[src/rtl/bus_arbiter.sv]
// Single-outstanding bus arbiter: NREQ requesters share one downstream port through an IDLE/ISSUE/WAIT FSM.
// Default arbitration is fixed priority (highest index wins); defining ARB_RR_EN selects round-robin instead.
module bus_arbiter #(
    parameter int NREQ    = 3,
    parameter int TIMEOUT = 255
) (
    input  logic                 clk,
    input  logic                 rst_n,
    input  logic [NREQ-1:0]      req_valid,
    input  logic [NREQ*64-1:0]   req_addr,
    input  logic [NREQ-1:0]      req_wen,
    input  logic [NREQ*64-1:0]   req_wdata,
    input  logic [NREQ*8-1:0]    req_strb,
    output logic [NREQ-1:0]      resp_valid,
    output logic [63:0]          resp_data,
    output logic                 resp_err,
    output logic [1:0]           grant_id,
    output logic                 m_valid,
    output logic [63:0]          m_addr,
    output logic                 m_wen,
    output logic [63:0]          m_wdata,
    output logic [7:0]           m_strb,
    input  logic                 m_ready,
    input  logic                 m_resp_valid,
    input  logic [63:0]          m_resp_data
);

    typedef enum logic [1:0] {
        ST_IDLE  = 2'd0,
        ST_ISSUE = 2'd1,
        ST_WAIT  = 2'd2
    } state_e;

    localparam logic [1:0] GRANT_NONE  = 2'd3;
    localparam logic [7:0] TIMEOUT_CNT = 8'(TIMEOUT);

    state_e          state_q, state_d;
    logic [1:0]      grant_id_q, grant_id_d;
    logic            m_valid_q, m_valid_d;
    logic [63:0]     m_addr_q, m_addr_d;
    logic            m_wen_q, m_wen_d;
    logic [63:0]     m_wdata_q, m_wdata_d;
    logic [7:0]      m_strb_q, m_strb_d;
    logic [7:0]      cnt_q, cnt_d;

    logic            win_found_s;
    logic [1:0]      win_idx_s;
    logic [63:0]     win_addr_s;
    logic            win_wen_s;
    logic [63:0]     win_wdata_s;
    logic [7:0]      win_strb_s;
    logic [NREQ-1:0] grant_oh_s;
    logic            grant_fire_s;
    logic            issue_done_s;
    logic            tmo_s;
    logic            resp_done_s;

    assign win_found_s = |req_valid;

`ifdef ARB_RR_EN
    logic [1:0] rr_ptr_q, rr_ptr_d;
    int         rr_dist_s;
    int         rr_best_s;
    logic       rr_take_s;

    // Round-robin pick: requester with the smallest forward distance from the slot after the last winner.
    always_comb begin
        win_idx_s = 2'd0;
        rr_dist_s = 0;
        rr_best_s = NREQ;
        rr_take_s = 1'b0;
        for (int i = 0; i < NREQ; i++) begin
            rr_dist_s = (i + NREQ - 1 - int'(rr_ptr_q)) % NREQ;
            rr_take_s = req_valid[i] && (rr_dist_s < rr_best_s);
            rr_best_s = rr_take_s ? rr_dist_s : rr_best_s;
            win_idx_s = rr_take_s ? 2'(i) : win_idx_s;
        end
    end

    // Pointer only moves when a grant is actually taken out of IDLE.
    always_comb begin
        if (grant_fire_s) begin
            rr_ptr_d = win_idx_s;
        end else begin
            rr_ptr_d = rr_ptr_q;
        end
    end

    // Round-robin pointer register.
    always_ff @(posedge clk or negedge rst_n) begin
        if (!rst_n) begin
            rr_ptr_q <= 2'd0;
        end else begin
            rr_ptr_q <= rr_ptr_d;
        end
    end
`else
    // Fixed priority pick: the highest requesting index wins.
    always_comb begin
        win_idx_s = 2'd0;
        for (int i = 0; i < NREQ; i++) begin
            win_idx_s = req_valid[i] ? 2'(i) : win_idx_s;
        end
    end
`endif

    // Gather the winning requester's fields from the packed request buses.
    always_comb begin
        win_addr_s  = 64'd0;
        win_wen_s   = 1'b0;
        win_wdata_s = 64'd0;
        win_strb_s  = 8'd0;
        for (int i = 0; i < NREQ; i++) begin
            win_addr_s  = (win_idx_s == 2'(i)) ? req_addr[i*64 +: 64]  : win_addr_s;
            win_wen_s   = (win_idx_s == 2'(i)) ? req_wen[i]            : win_wen_s;
            win_wdata_s = (win_idx_s == 2'(i)) ? req_wdata[i*64 +: 64] : win_wdata_s;
            win_strb_s  = (win_idx_s == 2'(i)) ? req_strb[i*8 +: 8]    : win_strb_s;
        end
    end

    // One-hot decode of the current owner for the response strobe.
    always_comb begin
        grant_oh_s = {NREQ{1'b0}};
        for (int i = 0; i < NREQ; i++) begin
            grant_oh_s[i] = (grant_id_q == 2'(i));
        end
    end

    assign grant_fire_s = (state_q == ST_IDLE)  && win_found_s;
    assign issue_done_s = (state_q == ST_ISSUE) && m_ready;
    assign tmo_s        = (state_q == ST_WAIT)  && !m_resp_valid && (cnt_q == TIMEOUT_CNT);
    assign resp_done_s  = (state_q == ST_WAIT)  && (m_resp_valid || (cnt_q == TIMEOUT_CNT));

    // State register.
    always_ff @(posedge clk or negedge rst_n) begin
        if (!rst_n) begin
            state_q <= ST_IDLE;
        end else begin
            state_q <= state_d;
        end
    end

    // Next-state logic; a response in WAIT (real or timeout) always returns to IDLE.
    always_comb begin
        state_d = state_q;
        case (state_q)
            ST_IDLE:  state_d = win_found_s ? ST_ISSUE : ST_IDLE;
            ST_ISSUE: state_d = m_ready     ? ST_WAIT  : ST_ISSUE;
            ST_WAIT:  state_d = resp_done_s ? ST_IDLE  : ST_WAIT;
            default:  state_d = ST_IDLE;
        endcase
    end

    // Request fields are captured only on the IDLE grant, so later req_* changes cannot disturb them.
    always_comb begin
        grant_id_d = grant_id_q;
        m_valid_d  = m_valid_q;
        m_addr_d   = m_addr_q;
        m_wen_d    = m_wen_q;
        m_wdata_d  = m_wdata_q;
        m_strb_d   = m_strb_q;
        cnt_d      = cnt_q;
        if (grant_fire_s) begin
            grant_id_d = win_idx_s;
            m_valid_d  = 1'b1;
            m_addr_d   = win_addr_s;
            m_wen_d    = win_wen_s;
            m_wdata_d  = win_wdata_s;
            m_strb_d   = win_strb_s;
            cnt_d      = 8'd0;
        end else if (issue_done_s) begin
            m_valid_d = 1'b0;
            cnt_d     = 8'd0;
        end else if (resp_done_s) begin
            grant_id_d = GRANT_NONE;
            cnt_d      = 8'd0;
        end else if (state_q == ST_WAIT) begin
            cnt_d = cnt_q + 8'd1;
        end else begin
            cnt_d = cnt_q;
        end
    end

    // Datapath registers.
    always_ff @(posedge clk or negedge rst_n) begin
        if (!rst_n) begin
            grant_id_q <= GRANT_NONE;
            m_valid_q  <= 1'b0;
            m_addr_q   <= 64'd0;
            m_wen_q    <= 1'b0;
            m_wdata_q  <= 64'd0;
            m_strb_q   <= 8'd0;
            cnt_q      <= 8'd0;
        end else begin
            grant_id_q <= grant_id_d;
            m_valid_q  <= m_valid_d;
            m_addr_q   <= m_addr_d;
            m_wen_q    <= m_wen_d;
            m_wdata_q  <= m_wdata_d;
            m_strb_q   <= m_strb_d;
            cnt_q      <= cnt_d;
        end
    end

    // Response path is combinational from the downstream response while waiting.
    always_comb begin
        resp_valid = {NREQ{1'b0}};
        resp_data  = 64'd0;
        resp_err   = 1'b0;
        if ((state_q == ST_WAIT) && m_resp_valid) begin
            resp_valid = grant_oh_s;
            resp_data  = m_resp_data;
        end else if (tmo_s) begin
            resp_valid = grant_oh_s;
            resp_err   = 1'b1;
        end else begin
            resp_valid = {NREQ{1'b0}};
        end
    end

    assign grant_id = grant_id_q;
    assign m_valid  = m_valid_q;
    assign m_addr   = m_addr_q;
    assign m_wen    = m_wen_q;
    assign m_wdata  = m_wdata_q;
    assign m_strb   = m_strb_q;

endmodule

[config.mk]
export PLATFORM = sky130hd
export DESIGN_NAME = bus_arbiter
export DESIGN_NICKNAME = d
export VERILOG_FILES = /design/src/rtl/bus_arbiter.sv
export SDC_FILE = /design/constraint.sdc
export NUM_CORES = 1
export LEC_CHECK = 0
export BUFFER_PORTS_ARGS = -buffer_cell sky130_fd_sc_hd__clkbuf_2
export CORE_AREA = 2 2 271 273
export CTS_BUF_LIST = sky130_fd_sc_hd__clkbuf_4 sky130_fd_sc_hd__clkbuf_8 sky130_fd_sc_hd__clkbuf_16
export DETAILED_ROUTE_END_ITERATION = 6
export DIE_AREA = 0 0 273 275
export PLACE_DENSITY = 0.37
export SLEW_MARGIN = 20
export SYNTH_ARGS = -nofsm -noshare
export SYNTH_HDL_FRONTEND = slang
export SYNTH_SLANG_ARGS = --single-unit
[constraint.sdc]
create_clock -name clk -period 2.49 [get_ports clk]
set_clock_uncertainty 0.05 [all_clocks]
set_input_delay 0.3735 -clock clk [delete_from_list [all_inputs] [get_ports clk]]
set_output_delay 0.3735 -clock clk [all_outputs]
set_load 0.01 [all_outputs]
==> results.md <==
| Step | Metric | Value |
| --- | --- | --- |
| run status | Status | complete, no violations |
| worst setup path | Cell family with the largest share of critical-path delay | simple AND/OR/NAND/NOR gates |
| die | Core Box Area | 72300 um2 |
| die | Die height | 275 um |
| sta | Crit path setup slack, layout | 185 ps |
| global route | Via count of the first global-routing pass | 9820 |
| worst setup path | Worst EP arrival | 1880 ps |
| clock tree | Number of sinks on the clock net | 150 |
| synthesis | Synthesized instance count | 1055 |
| synthesis | Synthesized Nets | 1538 |
| synthesis | Post-synth top area share | 42.2% |
| synthesis | Largest cells by area after synthesis | sky130_fd_sc_hd__dfrtp_1 (42%), sky130_fd_sc_hd__mux2i_1 (16%), sky130_fd_sc_hd__a21oi_1 (8.4%) |
| synthesis | Prevailing post-synth register cell | sky130_fd_sc_hd__dfrtp_1 |
| worst setup path | Crit path buffers/inverters | 1 |
| sta | Final slew viol count | 0 |
| global route | GR Layer Usage met2 | 19.1% |
| die | Die area | 75100 um2 |
| synthesis | Share of synthesized registers carrying an async set or reset | 100% |
| route | DRC violation count after routing | 0 |
| sta | Hold violation count in the final report | 0 |
| clock tree | TritonCTS clock tree | yes |
| worst setup path | FF-to-FF Start | state_q[0] |
| layout | Proportion of layout cells with a drive suffix above 1 | 44.7% |
| sta | Max Clk Rate | 434 MHz |
| run | Number of max-capacitance violations reported | 0 |
| route | Wire length per cell after detailed routing | 15.0 um |
| clock tree | Num CTS Buffers | 17 |
| worst setup path | Register-to-Register Setup Slack | 650 ps |
| sta | Worst Tran Pin Value | 561 ps |
| layout | Fin nets | 2201 |
| sta | Headroom to the max-slew limit | 62.6% |
| power and ir drop | Maximum VDD drop | 378 uV |
| power and ir drop | Power Total | 12.4 mW |
| route | Via Count | 9877 |
| worst setup path | Peak fanout along the critical path | 4 |
| die | Number of I/O pins | 690 |
| synthesis | Mapped cell area | 8780 um2 |
| synthesis | Post-synthesis cell type count | 40 |
| power and ir drop | Power per cell area | 882 nW/um2 |
| clock tree | Maximum number of buffers from clock root to sink | 2 |
| route | Detailed-route vias per instance | 3.67 |
| clock tree | CTS clk-pin slew, worst paths | 80 ps |
| die | Site row count | 99 |
| worst setup path | Worst stage delay on the critical path | 380 ps |
| global route | Largest net degree at the start of global routing | 109 |
| sta | Final setup violation count | 0 |
| global route | Global-route met3 utilization | 2.94% |
| die | Die span in x | 273 um |
| sta | RSZ-0062 raised after global routing | false |
| global route | GRT overflow | 0 |
| global route | Initial antenna violation count | 1 |
| synthesis | Leading post-synthesis cells by instance count | sky130_fd_sc_hd__dfrtp_1 (148), sky130_fd_sc_hd__a21oi_1 (147), sky130_fd_sc_hd__nand2_1 (144), sky130_fd_sc_hd__nor2_1 (140), sky130_fd_sc_hd__mux2i_1 (137) |
| worst setup path | Worst endpoint required time | 2070 ps |
| synthesis | Most area-hungry cell type in the Yosys netlist | sky130_fd_sc_hd__dfrtp_1 |
| global route | Tot GR Track Use | 10.3% |
| worst setup path | Worst path cell trace | ha_2 > nand3_1 > o21bai_2 > nand2_1 > nor3b_1 > clkbuf_2 |
| route | WL final | 40.5 mm |
| worst setup path | Path length in cells of the critical path | 6 |
| placed design | Final HPWL from detailed placement | 33.7 mm |
| worst setup path | Startpoint-to-endpoint class of the critical path | reg2out |
| route | 1st-pass router iterations | 4 |
| sta | Post-route setup TNS | 0 ps |
| layout | Fill count | 8214 |
| placed design | RD Place Congestion | 0.853 |
| worst setup path | Launching element type of the critical path | flip-flop |
| placed design | Pre-CTS setup slack | 409 ps |
| global route | GR Layer Usage met1 | 10.7% |
| power and ir drop | Static leakage | 7.55 nW |
| worst setup path | Worst Setup EP | resp_valid[2] |
| synthesis | Yosys Warn Count | 0 |
| placed design | Port Buffer Count | 689 |
| worst setup path | CP startpoint | cnt_q[1] |
| worst setup path | Cells on worst reg2reg path | 5 |
| global route | Wire length of the first global-routing pass | 57.6 mm |
| route | Count of antenna-violating nets left after detailed routing | 0 |
| global route | Layer carrying the most global-route usage | met2 |
| layout | Area added between synthesis and finish | 60.3% |
| synthesis | Mean Syn Cell Area | 8.32 um2 |
| clock tree | Htree depth | 4 |
| worst setup path | Endpoint type of the worst setup path | primary output |
| worst setup path | Reg2reg end | m_wdata[29] |
| route | Number of DRC markers after the initial detailed-route iteration | 330 |
| sta | Min Tclk post-route | 2310 ps |
| synthesis | Part of the Yosys area used for sequential elements | 42.8% |
| synthesis | Post-synth EDFFs | 0 |
| clock tree | Latest clock arrival within the worst-skew pair | 460 ps |
| worst setup path | Slowest-stage cell, CP | sky130_fd_sc_hd__dfrtp_1 |
| clock tree | CTS Root Cell | sky130_fd_sc_hd__clkbuf_16 |
| synthesis | Cell with the most instances after synthesis | sky130_fd_sc_hd__dfrtp_1 |
| die | Starting density of the core | 12.1% |
| sta | Final worst-path cycle share | 92.6% |
| synthesis | Post-synthesis sequential element count | 150 |
| min path | Kind of path behind the tightest hold check | in2reg |
through the flow:
step / utilization [%] / cell area [um2] / cells / hold slack [ps]
2_1_floorplan: - / 8780 / 1055 / 27.9
3_3_place_gp: 18.5 / 13400 / 2649 / 200
3_5_place_dp: 18.5 / 13400 / 2649 / 205
4_1_cts: 19.4 / 14000 / 2683 / 70.0
5_1_grt: 19.5 / 14100 / 2690 / 84.4
6_report: 19.5 / 14100 / 2691 / 117
power by group:
part | switching (mW) | total [mW] | internal, mW | leakage (nW)
Sequential | 0.662 | 4.22 | 3.56 | 1.87
Combinational | 3.30 | 5.57 | 2.27 | 5.41
Clock | 1.21 | 2.62 | 1.41 | 0.272
final cells by class:
cell class	count	area [um2]	area share [%]
Tap cell	959	1200	8.53
Inverter	2	7.51	0.0533
Clock inverter	14	140	0.996
Multi-Input combinational cell	811	4570	32.5
Sequential cell	150	3760	26.7
Clock buffer	18	433	3.08
Antenna cell	1	2.50	0.0178
Timing Repair Buffer	736	3970	28.2
layout by cell type (no fill, tap or decap), drive strengths merged, types with 2 or more instances in the layout:
| cell type | count |
|---|---|
| clkinvlp | 4 |
| dfstp | 2 |
| a21oi | 147 |
| o31ai | 2 |
| clkbuf | 706 |
| clkinv | 2 |
| nand2 | 145 |
| dlygate4sd3 | 2 |
| nand3 | 5 |
| nor3 | 2 |
| mux2i | 137 |
| buf | 46 |
| a21boi | 2 |
| nor4 | 2 |
| and3 | 64 |
| dfrtp | 148 |
| or3 | 4 |
| inv | 9 |
| o21ai | 145 |
| nor3b | 2 |
| nor2 | 140 |
| or4 | 2 |
worst min-delay path: stages:
cell	delay, ps
sky130_fd_sc_hd__clkbuf_2	80
sky130_fd_sc_hd__a21oi_1	60
sky130_fd_sc_hd__o21ai_1	100
registers in the layout, summed over array words and instances, names as in the netlist:
name	cells
m_valid	1
grant_id	2
state_q	2
cnt_q	8
m_wen	1
m_addr	64
m_strb	8
m_wdata	64
routing by layer:
layer / up-vias / part of all wire, %
li1: 4992 / -
met1: 4394 / 38
met2: 453 / 52
met3: 38 / 7.1
met4: 0 / 3.0
met5: - / 0
cells by family (layout without fill, tap and decap cells):
logic type | Yosys count | count (layout) | synth area share, %
fa+ha+maj | 1 | 1 | 0.142
buf+inv | 94 | 770 | 5.47
compound gates | 301 | 301 | 17.5
flops | 150 | 150 | 42.8
xor+xnor | 1 | 1 | 0.0998
other cells | 0 | 1 | 0
simple gates | 371 | 371 | 18.4
mux | 137 | 137 | 15.6
worst min path at each step:
stage	to	from	slack, ps	cells past startpoint
5_1_grt	m_wdata[56]	req_wdata[184]	80	3
3_3_place_gp	m_addr[60]	rst_n	200	1
6_report	m_wdata[54]	req_wdata[182]	120	3
3_5_place_dp	m_addr[60]	rst_n	200	1
2_1_floorplan	cnt_q[0]	rst_n	30	0
4_1_cts	m_wdata[9]	req_wdata[137]	70	3
timing repair:
item	CTS	global route
resized for setup	1	1
pin swaps	0	1
endpoints found under the hold margin	35	0
buffers inserted	0	7
hold buffers	2	0
endpoints found under the setup margin	2	5
(Power assumes the default switching activity.)
